## src/rtl/seven_seg_pkg.sv

```systemverilog
// Shared 7-segment patterns, digit codes and readback FSM states.
// Patterns are active-low {g,f,e,d,c,b,a}; 0 means the segment is lit.
package seven_seg_pkg;

    localparam logic [6:0] SEG_PAT_0 = 7'b1000000;
    localparam logic [6:0] SEG_PAT_1 = 7'b1111001;
    localparam logic [6:0] SEG_PAT_2 = 7'b0100100;
    localparam logic [6:0] SEG_PAT_3 = 7'b0110000;
    localparam logic [6:0] SEG_PAT_4 = 7'b0011001;
    localparam logic [6:0] SEG_PAT_5 = 7'b0010010;
    localparam logic [6:0] SEG_PAT_6 = 7'b0000010;
    localparam logic [6:0] SEG_PAT_7 = 7'b1111000;
    localparam logic [6:0] SEG_PAT_8 = 7'b0000000;
    localparam logic [6:0] SEG_PAT_9 = 7'b0010000;
    localparam logic [6:0] SEG_BLANK = 7'b1111111;

    localparam logic [3:0] CODE_BLANK   = 4'hE;
    localparam logic [3:0] CODE_INVALID = 4'hF;

    typedef enum logic [1:0] {
        IDLE,
        SETTLE,
        CAPTURED
    } rb_state_e;

endpackage

```

## src/rtl/seg_pattern_decoder.sv

```systemverilog
// Inverse of the display encoder: 7-bit active-low pattern -> digit code.
// Latency: combinational. Backpressure: none.
module seg_pattern_decoder
    import seven_seg_pkg::*;
(
    input  logic [6:0] seg_n,
    output logic [3:0] code,
    output logic       invalid
);

    always_comb begin
        code = CODE_INVALID;
        case (seg_n)
            SEG_PAT_0: code = 4'h0;
            SEG_PAT_1: code = 4'h1;
            SEG_PAT_2: code = 4'h2;
            SEG_PAT_3: code = 4'h3;
            SEG_PAT_4: code = 4'h4;
            SEG_PAT_5: code = 4'h5;
            SEG_PAT_6: code = 4'h6;
            SEG_PAT_7: code = 4'h7;
            SEG_PAT_8: code = 4'h8;
            SEG_PAT_9: code = 4'h9;
            SEG_BLANK: code = CODE_BLANK;
            default:   code = CODE_INVALID;
        endcase
        invalid = (code == CODE_INVALID);
    end

endmodule

```

## src/rtl/seven_seg_readback.sv

```systemverilog
// Recovers the digits shown on a multiplexed 7-seg bus; SEVEN_SEG_READBACK_DP_EN adds dp_n/dp.
// Latency: 2 sync + STABLE_CYCLES per capture, frame one cycle after all positions seen.
// Backpressure: none, passive observer with single-cycle frame_valid/bad_pattern pulses.
module seven_seg_readback
    import seven_seg_pkg::*;
#(
    parameter int NUM_DIGITS     = 4,
    parameter int STABLE_CYCLES  = 16,
    parameter int TIMEOUT_CYCLES = 2**20
) (
    input  logic                    clk,
    input  logic                    rst_n,
    input  logic [NUM_DIGITS-1:0]   an_n,
    input  logic [6:0]              seg_n,
`ifdef SEVEN_SEG_READBACK_DP_EN
    input  logic                    dp_n,
    output logic [NUM_DIGITS-1:0]   dp,
`endif
    output logic [4*NUM_DIGITS-1:0] digits,
    output logic                    frame_valid,
    output logic                    bad_pattern,
    output logic                    stale
);

    localparam int IDX_W = (NUM_DIGITS > 1) ? $clog2(NUM_DIGITS) : 1;
    localparam int CNT_W = (STABLE_CYCLES > 1) ? $clog2(STABLE_CYCLES) : 1;
    localparam int TO_W  = (TIMEOUT_CYCLES > 1) ? $clog2(TIMEOUT_CYCLES) : 1;
`ifdef SEVEN_SEG_READBACK_DP_EN
    localparam int PAT_W = 8;
`else
    localparam int PAT_W = 7;
`endif

    logic [PAT_W-1:0]        pat_in;
    logic [NUM_DIGITS-1:0]   an_meta_q, an_sync_q;
    logic [PAT_W-1:0]        pat_meta_q, pat_sync_q;

    rb_state_e               state_q, state_d;
    logic [IDX_W-1:0]        lat_idx_q, lat_idx_d;
    logic [PAT_W-1:0]        lat_pat_q, lat_pat_d;
    logic [CNT_W-1:0]        cnt_q, cnt_d;
    logic [TO_W-1:0]         to_cnt_q, to_cnt_d;
    logic [4*NUM_DIGITS-1:0] shadow_q, shadow_d, digits_q, digits_d;
    logic [NUM_DIGITS-1:0]   seen_q, seen_d;
    logic                    frame_valid_q, frame_valid_d;
    logic                    bad_q, bad_d;
    logic                    stale_q, stale_d;
`ifdef SEVEN_SEG_READBACK_DP_EN
    logic [NUM_DIGITS-1:0]   shadow_dp_q, shadow_dp_d, dp_q, dp_d;
    assign pat_in = {dp_n, seg_n};
    assign dp     = dp_q;
`else
    assign pat_in = seg_n;
`endif

    logic [NUM_DIGITS-1:0] an_low;
    logic                  an_single, same_sel, capture;
    logic [IDX_W-1:0]      an_idx;
    logic [3:0]            dec_code;
    logic                  dec_invalid;

    seg_pattern_decoder u_dec (
        .seg_n   (lat_pat_q[6:0]),
        .code    (dec_code),
        .invalid (dec_invalid)
    );

    assign an_low    = ~an_sync_q;
    assign an_single = (an_low != '0) && ((an_low & (an_low - NUM_DIGITS'(1))) == '0);
    assign same_sel  = (an_idx == lat_idx_q) && (pat_sync_q == lat_pat_q);

    always_comb begin
        an_idx = '0;
        for (int i = 0; i < NUM_DIGITS; i++) begin
            if (an_low[i]) an_idx = IDX_W'(i);
        end
    end

    always_comb begin
        state_d       = state_q;
        lat_idx_d     = lat_idx_q;
        lat_pat_d     = lat_pat_q;
        cnt_d         = cnt_q;
        to_cnt_d      = to_cnt_q;
        shadow_d      = shadow_q;
        digits_d      = digits_q;
        seen_d        = seen_q;
        frame_valid_d = 1'b0;
        bad_d         = 1'b0;
        stale_d       = stale_q;
        capture       = 1'b0;
`ifdef SEVEN_SEG_READBACK_DP_EN
        shadow_dp_d   = shadow_dp_q;
        dp_d          = dp_q;
`endif

        case (state_q)
            IDLE: begin
                if (an_single) begin
                    state_d   = SETTLE;
                    lat_idx_d = an_idx;
                    lat_pat_d = pat_sync_q;
                    cnt_d     = '0;
                end
            end
            SETTLE: begin
                if (!an_single) begin
                    state_d = IDLE;
                end else if (!same_sel) begin
                    lat_idx_d = an_idx;
                    lat_pat_d = pat_sync_q;
                    cnt_d     = '0;
                end else if (cnt_q == CNT_W'(STABLE_CYCLES - 1)) begin
                    capture = 1'b1;
                    state_d = CAPTURED;
                end else begin
                    cnt_d = cnt_q + CNT_W'(1);
                end
            end
            CAPTURED: begin
                if (!an_single) begin
                    state_d = IDLE;
                end else if (!same_sel) begin
                    state_d   = SETTLE;
                    lat_idx_d = an_idx;
                    lat_pat_d = pat_sync_q;
                    cnt_d     = '0;
                end
            end
            default: state_d = IDLE;
        endcase

        if (capture) begin
            shadow_d[4*lat_idx_q +: 4] = dec_code;
            seen_d[lat_idx_q]          = 1'b1;
            bad_d                      = dec_invalid;
`ifdef SEVEN_SEG_READBACK_DP_EN
            shadow_dp_d[lat_idx_q]     = ~lat_pat_q[7];
`endif
        end

        // A capture in the completing cycle lands in shadow first; publish next cycle.
        if ((&seen_q) && !capture) begin
            digits_d      = shadow_q;
            frame_valid_d = 1'b1;
            seen_d        = '0;
            stale_d       = 1'b0;
`ifdef SEVEN_SEG_READBACK_DP_EN
            dp_d          = shadow_dp_q;
`endif
        end

        if (capture) begin
            to_cnt_d = '0;
        end else if (to_cnt_q == TO_W'(TIMEOUT_CYCLES - 1)) begin
            stale_d = 1'b1;
            seen_d  = '0;
        end else begin
            to_cnt_d = to_cnt_q + TO_W'(1);
        end
    end

    always_ff @(posedge clk or negedge rst_n) begin
        if (!rst_n) begin
            an_meta_q     <= '1;
            an_sync_q     <= '1;
            pat_meta_q    <= '1;
            pat_sync_q    <= '1;
            state_q       <= IDLE;
            lat_idx_q     <= '0;
            lat_pat_q     <= '1;
            cnt_q         <= '0;
            to_cnt_q      <= '0;
            shadow_q      <= {NUM_DIGITS{CODE_BLANK}};
            digits_q      <= {NUM_DIGITS{CODE_BLANK}};
            seen_q        <= '0;
            frame_valid_q <= 1'b0;
            bad_q         <= 1'b0;
            stale_q       <= 1'b0;
`ifdef SEVEN_SEG_READBACK_DP_EN
            shadow_dp_q   <= '0;
            dp_q          <= '0;
`endif
        end else begin
            an_meta_q     <= an_n;
            an_sync_q     <= an_meta_q;
            pat_meta_q    <= pat_in;
            pat_sync_q    <= pat_meta_q;
            state_q       <= state_d;
            lat_idx_q     <= lat_idx_d;
            lat_pat_q     <= lat_pat_d;
            cnt_q         <= cnt_d;
            to_cnt_q      <= to_cnt_d;
            shadow_q      <= shadow_d;
            digits_q      <= digits_d;
            seen_q        <= seen_d;
            frame_valid_q <= frame_valid_d;
            bad_q         <= bad_d;
            stale_q       <= stale_d;
`ifdef SEVEN_SEG_READBACK_DP_EN
            shadow_dp_q   <= shadow_dp_d;
            dp_q          <= dp_d;
`endif
        end
    end

    assign digits      = digits_q;
    assign frame_valid = frame_valid_q;
    assign bad_pattern = bad_q;
    assign stale       = stale_q;

endmodule

```

## config.mk

```make
export PLATFORM = sky130hd
export DESIGN_NAME = seven_seg_readback
export DESIGN_NICKNAME = d
export VERILOG_FILES = /design/src/rtl/seven_seg_pkg.sv /design/src/rtl/seg_pattern_decoder.sv /design/src/rtl/seven_seg_readback.sv
export SDC_FILE = /design/constraint.sdc
export NUM_CORES = 1
export LEC_CHECK = 0
export ABC_AREA = 1
export CELL_PAD_IN_SITES_DETAIL_PLACEMENT = 0
export CELL_PAD_IN_SITES_GLOBAL_PLACEMENT = 1
export CORE_ASPECT_RATIO = 1.75
export CORE_MARGIN = 3
export CORE_UTILIZATION = 44
export DETAILED_ROUTE_END_ITERATION = 12
export PLACE_DENSITY = 0.86
export SYNTH_ARGS = -nofsm -noshare
export SYNTH_HDL_FRONTEND = slang
export SYNTH_SLANG_ARGS = --single-unit
```

## constraint.sdc

```tcl
create_clock -name clk -period 2.25 [get_ports clk]
set_input_delay 0.3375 -clock clk [delete_from_list [all_inputs] [get_ports clk]]
set_output_delay 0.3375 -clock clk [all_outputs]
set_load 0.005 [all_outputs]
```

; ---- Yosys cells after proc, flatten, opt, wreduce, memory -nomap -nowiden
; Cells that the tools add are included.
[totals]
regBits = 96
inputBits = 13
output_inout_bits = 19
[classes]
addsub = 4
n_lt_le_gt_ge = 2
n_eq_ne = 28
shift = 2
mux = 44
bitwise = 3
reduce_logical = 16
[ops]
columns = op, n
row1 = one-hot mux 4 bit (11 select lines), 1
row2 = 2-to-1 mux 20 bit, 2
row3 = 2-to-1 mux 4 bit, 10
row4 = negator 4 -> 34 bit, 1
row5 = "variable shift 4 x 34 -> 16 bit, first input constant", 1
row6 = variable part select 4 x 34 -> 16 bit, 1
row7 = "equality test 7 bit, second input constant", 4
row8 = 2-to-1 mux 2 bit, 11
row9 = "equality test 7 x 5 -> 1 bit, second input constant", 3
row10 = 2-to-1 mux 7 bit, 3
row11 = "adder 20 x 1 -> 20 bit, second input constant", 1
row12 = "equality test 20 bit, second input constant", 1
row13 = bitwise mux 16 bit, 1
row14 = "equality test 7 x 6 -> 1 bit, second input constant", 2
row15 = one-hot mux 7 bit (2 select lines), 1
row16 = "inequality test 2 bit, second input constant", 6
row17 = "inequality test 3 bit, second input constant", 4
row18 = one-hot mux 4 bit (3 select lines), 1
row19 = AND reduction 4 bit, 3
row20 = 2-to-1 mux 1 bit, 11
row21 = "equality test 4 bit, second input constant", 2
row22 = "equality test 7 x 2 -> 1 bit, second input constant", 1
row23 = equality test 7 bit, 1
row24 = logical NOT 7 bit, 1
row25 = 23 further kinds, 26

; ---- Depth between registers and ports, before layout
[depth]
word_depth = 14
depth_mapped = 13
depth_no_buf = 13

; ---- Hierarchy
; A second synthesis with hierarchy kept.
[unflattened]
hier_cells = 655
hier_area_um2 = 5072.4
[modules_own_cells]
columns = mod, n_inst, cells_per_inst, area_each_um2, seq_area_each_um2
row1 = seven_seg_readback, 1, 589, 4760.8, 2468.6
row2 = seg_pattern_decoder, 1, 66, 311.5, 0.0

; ---- Least setup slack after synthesis
; No wires, ideal clock.
[synth_timing]
path_type = reg-to-reg
from = reg state_q[1]
to = reg digits_q[12], in the netlist digits[12]
setup_time_ns = 0.116
arrival_ns = 1.605
required_ns = 2.134
setup_slack_ns = 0.529
stages_incl_launch_ff = 11
path_buffers = 1
synth_period_minus_slack_ns = 1.721
cell_sequence = dfrtp_1 inv_1 ha_1 inv_1 nor2_1 nand4_4 nand2_4 inv_2 buf_6 nand2_1 nand2_1
[synth_between]
elab_chain_len = 4
[synth_rtl]
columns = item, line_no
row1 = from (decl), seven_seg_readback.sv:38  ; rb_state_e state_q, state_d;
row2 = from (signal assigned), seven_seg_readback.sv:189  ; state_q <= state_d;
row3 = equality test 2 x 1 -> 1 bit, seven_seg_readback.sv:97  ; case (state_q)
row4 = 2-to-1 mux 1 bit, seven_seg_readback.sv:97
row5 = logical NOT 1 bit, seven_seg_readback.sv:143  ; if ((&seen_q) && !capture) begin
row6 = logical AND 1 bit, seven_seg_readback.sv:143
row7 = to (signal assigned), seven_seg_readback.sv:175  ; digits_q <= {NUM_DIGITS{CODE_BLANK}};
row8 = to (signal assigned), seven_seg_readback.sv:195  ; digits_q <= digits_d;
row9 = to (decl), seven_seg_readback.sv:43  ; logic [4*NUM_DIGITS-1:0] shadow_q, shadow_d, digits_q, digits_d;
; No other way between the ends.
; A chain may end at the register's enable or synchronous reset.

; ---- Final worst setup path
[layout_timing]
from = reg an_sync_q[3]
to = reg stale_q, in the netlist stale
[layout_between]
elab_chain_len = 12
[layout_rtl]
columns = item, line_no
row1 = from (decl), seven_seg_readback.sv:35  ; logic [NUM_DIGITS-1:0] an_meta_q, an_sync_q;
row2 = from (signal assigned), seven_seg_readback.sv:186  ; an_sync_q <= an_meta_q;
row3 = inverter 4 bit (*), seven_seg_readback.sv:68  ; assign an_low = ~an_sync_q;
row4 = subtractor 4 x 1 -> 4 bit / 2-to-1 mux 2 bit (equally long branches), "seven_seg_readback.sv:69, seven_seg_readback.sv:75"
row5 = AND 4 bit / equality test 2 bit (equally long branches), "seven_seg_readback.sv:69, seven_seg_readback.sv:70"
row6 = logical NOT 4 bit / logical AND 1 bit (equally long branches), "seven_seg_readback.sv:69, seven_seg_readback.sv:70"
row7 = logical AND 1 bit / 2-to-1 mux 1 bit (equally long branches), "seven_seg_readback.sv:69, seven_seg_readback.sv:109"
row8 = 2-to-1 mux 1 bit (*), seven_seg_readback.sv:107  ; if (!an_single) begin
row9 = 2-to-1 mux 1 bit (*), seven_seg_readback.sv:97
row10 = logical NOT 1 bit, seven_seg_readback.sv:143
row11 = logical AND 1 bit, seven_seg_readback.sv:143
row12 = 2-to-1 mux 1 bit, seven_seg_readback.sv:143
row13 = 2-to-1 mux 1 bit, seven_seg_readback.sv:155  ; end else if (to_cnt_q == TO_W'(TIMEOUT_CYCLES - 1)) begin
row14 = 2-to-1 mux 1 bit (*), seven_seg_readback.sv:153  ; if (capture) begin
row15 = net stale_d, seven_seg_readback.sv:47  ; logic stale_q, stale_d;
row16 = to (signal assigned), seven_seg_readback.sv:199  ; stale_q <= stale_d;
row17 = to (decl), seven_seg_readback.sv:47
; Mark *: on every way through the listed nets, which the timed path passes. The rest lies on a longest branch.

==> impl_metrics.env <==
export IMPL_drtPass1Iterations=4
export IMPL_setup_viol=0
export IMPL_synth_cell_types=36
export IMPL_synth_compound_area_share_pct=5.29
export IMPL_grt_start_max_net_pins=38
export IMPL_io_buffers=31
export IMPL_yosys_warnings=0
export IMPL_cpMostUsedCell="nand2_1"
export IMPL_grt_pass1_vias=4084
export IMPL_hold_class="flip-flop to flip-flop"
export IMPL_start_kind="flip-flop"
export IMPL_detailedPlacementHpwl_mm=8.21
export IMPL_drive_above_1_share_pct=17.1
export IMPL_hold_path_depth=0
export IMPL_cts_root_buffer="clkbuf_16"
export IMPL_layout_nets=693
export IMPL_tritoncts="done"
export IMPL_syn_nets=641
export IMPL_grt_total_usage_pct=18.2
export IMPL_ctsLongestPathBuffers=2
export IMPL_vias_per_cell=4.98
export IMPL_synth_fa_ha_area_share_pct=3.58
export IMPL_syn_to_final_growth_pct=17.3
export IMPL_rsz0062_at_grt="false"
export IMPL_worstPathMaxFanout=16
export IMPL_clock_sinks=96
export IMPL_fmax_ghz=0.499
export IMPL_path_cells="nand2_1 > nand2_1 > nand2_1 > nor2_1 > nand4_4 > buf_4 > inv_1 > o21ai_0"
export IMPL_start_util_pct=45.5
export IMPL_required_ns=2.48
export IMPL_antenna_found_initial=0
export IMPL_setup_ws_ns=0.246
export IMPL_max_stage_delay_ns=0.56
export IMPL_power_density_nw_per_um2=828
export IMPL_grt_pass1_wl_mm=18.3
export IMPL_layout_min_cycle_time_ns=2.00
export IMPL_synth_top_family_by_area="simple AND/OR/NAND/NOR gates"
export IMPL_fin_cells=801
export IMPL_ios=32
export IMPL_antennaDiodeCount=0
export IMPL_drt_iter0_drc=152
export IMPL_drt_total_wl_mm=10.6
export IMPL_hold_end="an_sync_q[3]"
export IMPL_worstReg2RegStart="an_sync_q[3]"
export IMPL_min_delay_start="an_meta_q[3]"
export IMPL_synth_area_per_cell_um2=7.98
export IMPL_internal_power_mw=3.06
export IMPL_r2r_setup_slack_ns=0.25
export IMPL_crit_path_end_kind="flip-flop"
export IMPL_cp_arrival_ns=2.23
export IMPL_core_um2=10800
export IMPL_worst_pin_slew_ns=0.443
export IMPL_total_power_mw=4.76
export IMPL_layout_common_cells="216 x nand2_1, 72 x inv_1, 60 x nor2_1"
export IMPL_synthMuxAreaShare_pct=0
export IMPL_skew_ns=0.00906
export IMPL_synth_xor_area_share_pct=1.07
export IMPL_worstSkewPairLatency_ns=0.34
export IMPL_reg2reg_depth=8
export IMPL_vias=3992
export IMPL_yosys_register_bits=96
export IMPL_row_count=50
export IMPL_timing_critical_path_slowest_stage_cell="dfstp_2"
export IMPL_fp_dieW_um=85.8
export IMPL_pre_cts_slack_ns=0.258
export IMPL_cts_buffers=9
export IMPL_synth_simple_gate_area_share_pct=32.5
export IMPL_max_cap_violations=0
export IMPL_drc=0
export IMPL_fin_tns_setup_ns=0
export IMPL_num_fill_cells=1042
export IMPL_final_max_slew_viol_count=0
export IMPL_netSwitchingPower_mw=1.69
export IMPL_pwr_share_seq_pct=43.3
export IMPL_netlist_area_um2=4900
export IMPL_pwr_share_clk_pct=31.3
export IMPL_reg2reg_to="stale"
export IMPL_comb_power_share_pct=25.4
export IMPL_globalplace_congestion=0.887
export IMPL_p_leak_nw=2.85
export IMPL_fin_crit_sh_pct=89.1
export IMPL_cts_htree_levels=3
export IMPL_syn_inst=614
export IMPL_swShare_pct=35.6
export IMPL_die_area_um2=12500
export IMPL_die_h_um=146
export IMPL_place_inst=784
export IMPL_mostFrequentLayoutCell="nand2_1"
export IMPL_crit_type="flip-flop to flip-flop"
export IMPL_finalHoldViolCount=0
export IMPL_antenna_left=0
export IMPL_slew_headroom_pct=70.3
export IMPL_status="finished, final reports clean"
export IMPL_grt_overflow=0
export IMPL_ir_worst_vdd_mv=0.455
export IMPL_wire_per_inst_um=13.2
export IMPL_clkSlewWorstSetupHoldPaths_ns=0.07
export IMPL_ys_seq_area_share_pct=50.4
-- worst max path at each step --
| stage | from | end | slack, ns | depth (start not counted) |
|---|---|---|---|---|
| 2_1_floorplan | state_q[1] | digits[12] | 0.53 | 10 |
| 3_3_place_gp | to_cnt_q[0] | to_cnt_q[10] | 0.31 | 11 |
| 3_5_place_dp | an_sync_q[3] | stale | 0.26 | 8 |
| 4_1_cts | an_sync_q[3] | stale | 0.24 | 10 |
| 5_1_grt | an_sync_q[3] | stale | 0.05 | 10 |
| 6_report | an_sync_q[3] | stale | 0.25 | 8 |
-- area by class of cell --
type / instances / area (µm²) / area share, %
Sequential cell: 96 / 2470 / 43.0
Multi-Input combinational cell: 432 / 2080 / 36.2
Timing Repair Buffer: 48 / 450 / 7.84
Inverter: 79 / 297 / 5.16
Clock buffer: 10 / 229 / 3.99
Tap cell: 130 / 163 / 2.83
Clock inverter: 6 / 60.1 / 1.05
-- layer usage --
metal  vias to the layer above  global-route usage, %  wire (µm)
met4                         0                   7.05        190
li1                       2036                      -          -
met3                        13                   2.61        299
met1                      1872                   19.8       4230
met5                         -                      0          0
met2                        71                   34.3       5890
-- flip-flops by register name, indices dropped and copies added (netlist names), 2 cells and up --
| name | flops |
|---|---|
| cnt_q | 4 |
| an_meta_q | 4 |
| shadow_q | 16 |
| digits | 16 |
| state_q | 2 |
| pat_meta_q | 7 |
| an_sync_q | 4 |
| lat_pat_q | 7 |
| seen_q | 4 |
| pat_sync_q | 7 |
| lat_idx_q | 2 |
| to_cnt_q | 20 |
-- repair_timing --
action | CTS | global route
buffers inserted | 0 | 0
hold buffers | 1 | 0
hold endpoints to repair | 16 | 0
gates resized for setup | 0 | 0
-- synth_stat cells --
master | instances | area, µm²
o21ai_0 | 13 | 65.1
nand2_1 | 216 | 811
dfrtp_1 | 43 | 1080
a21oi_1 | 15 | 75.1
ha_1 | 14 | 175
nor2_2 | 9 | 56.3
nand3_2 | 2 | 20.0
nand2_2 | 2 | 12.5
inv_1 | 72 | 270
xnor2_1 | 3 | 26.3
buf_2 | 2 | 10.0
nor3b_1 | 1 | 7.51
nand4_4 | 1 | 21.3
nand4_1 | 10 | 62.6
inv_2 | 7 | 26.3
buf_6 | 2 | 22.5
and3_2 | 1 | 7.51
buf_4 | 3 | 22.5
a31o_2 | 1 | 8.76
dfstp_2 | 53 | 1390
nand3_1 | 39 | 195
nor2_1 | 60 | 225
nor4_1 | 3 | 18.8
nand2_4 | 2 | 22.5
nand3b_1 | 1 | 7.51
o211ai_1 | 3 | 22.5
and3_1 | 1 | 6.26
nor3_2 | 1 | 10.0
o211a_1 | 3 | 30.0
nor3_1 | 17 | 85.1
a21oi_2 | 1 | 8.76
xor2_1 | 3 | 26.3
o21ai_2 | 1 | 8.76
nor2_4 | 2 | 22.5
o31ai_1 | 2 | 15.0
o21ai_1 | 5 | 25.0
-- stage by stage --
stage | cell area [µm²] | util, % | hold WS (ns)
after global placement | 5450 | 50.6 | 0.309
after floorplan | 4900 | - | 0.0419
after CTS | 5750 | 53.4 | 0.359
final | 5750 | 53.4 | 0.357
after global routing | 5750 | 53.4 | 0.360
after detailed placement | 5450 | 50.6 | 0.319
-- worst max-delay path, delay by kind of cell, from the launching register on --
kind,cells,cell delay (ns)
AOI/OAI and AO/OA,1,0.10
and+or+nand+nor,5,0.81
DFF,1,0.56
buffers and inverters,2,0.40
-- cell families after synthesis --
| logic type | Yosys count |
|---|---|
| AO/OA/AOI/OAI | 44 |
| buffers and inverters | 86 |
| adder cells (fa/ha/maj) | 14 |
| AND/OR/NAND/NOR | 368 |
| XOR/XNOR | 6 |
| flip-flops | 96 |
-- power by group through the flow --
stage	Sequential [mW]	Combinational, mW	Clock (mW)
CTS	2.06	1.21	1.53
floorplan	2.04	0.871	0
detailed placement	2.09	1.21	0
global placement	2.08	1.20	0
global route	2.08	1.39	1.59
finish	2.06	1.21	1.49
No activity file was read; power rests on OpenSTA's default activity.
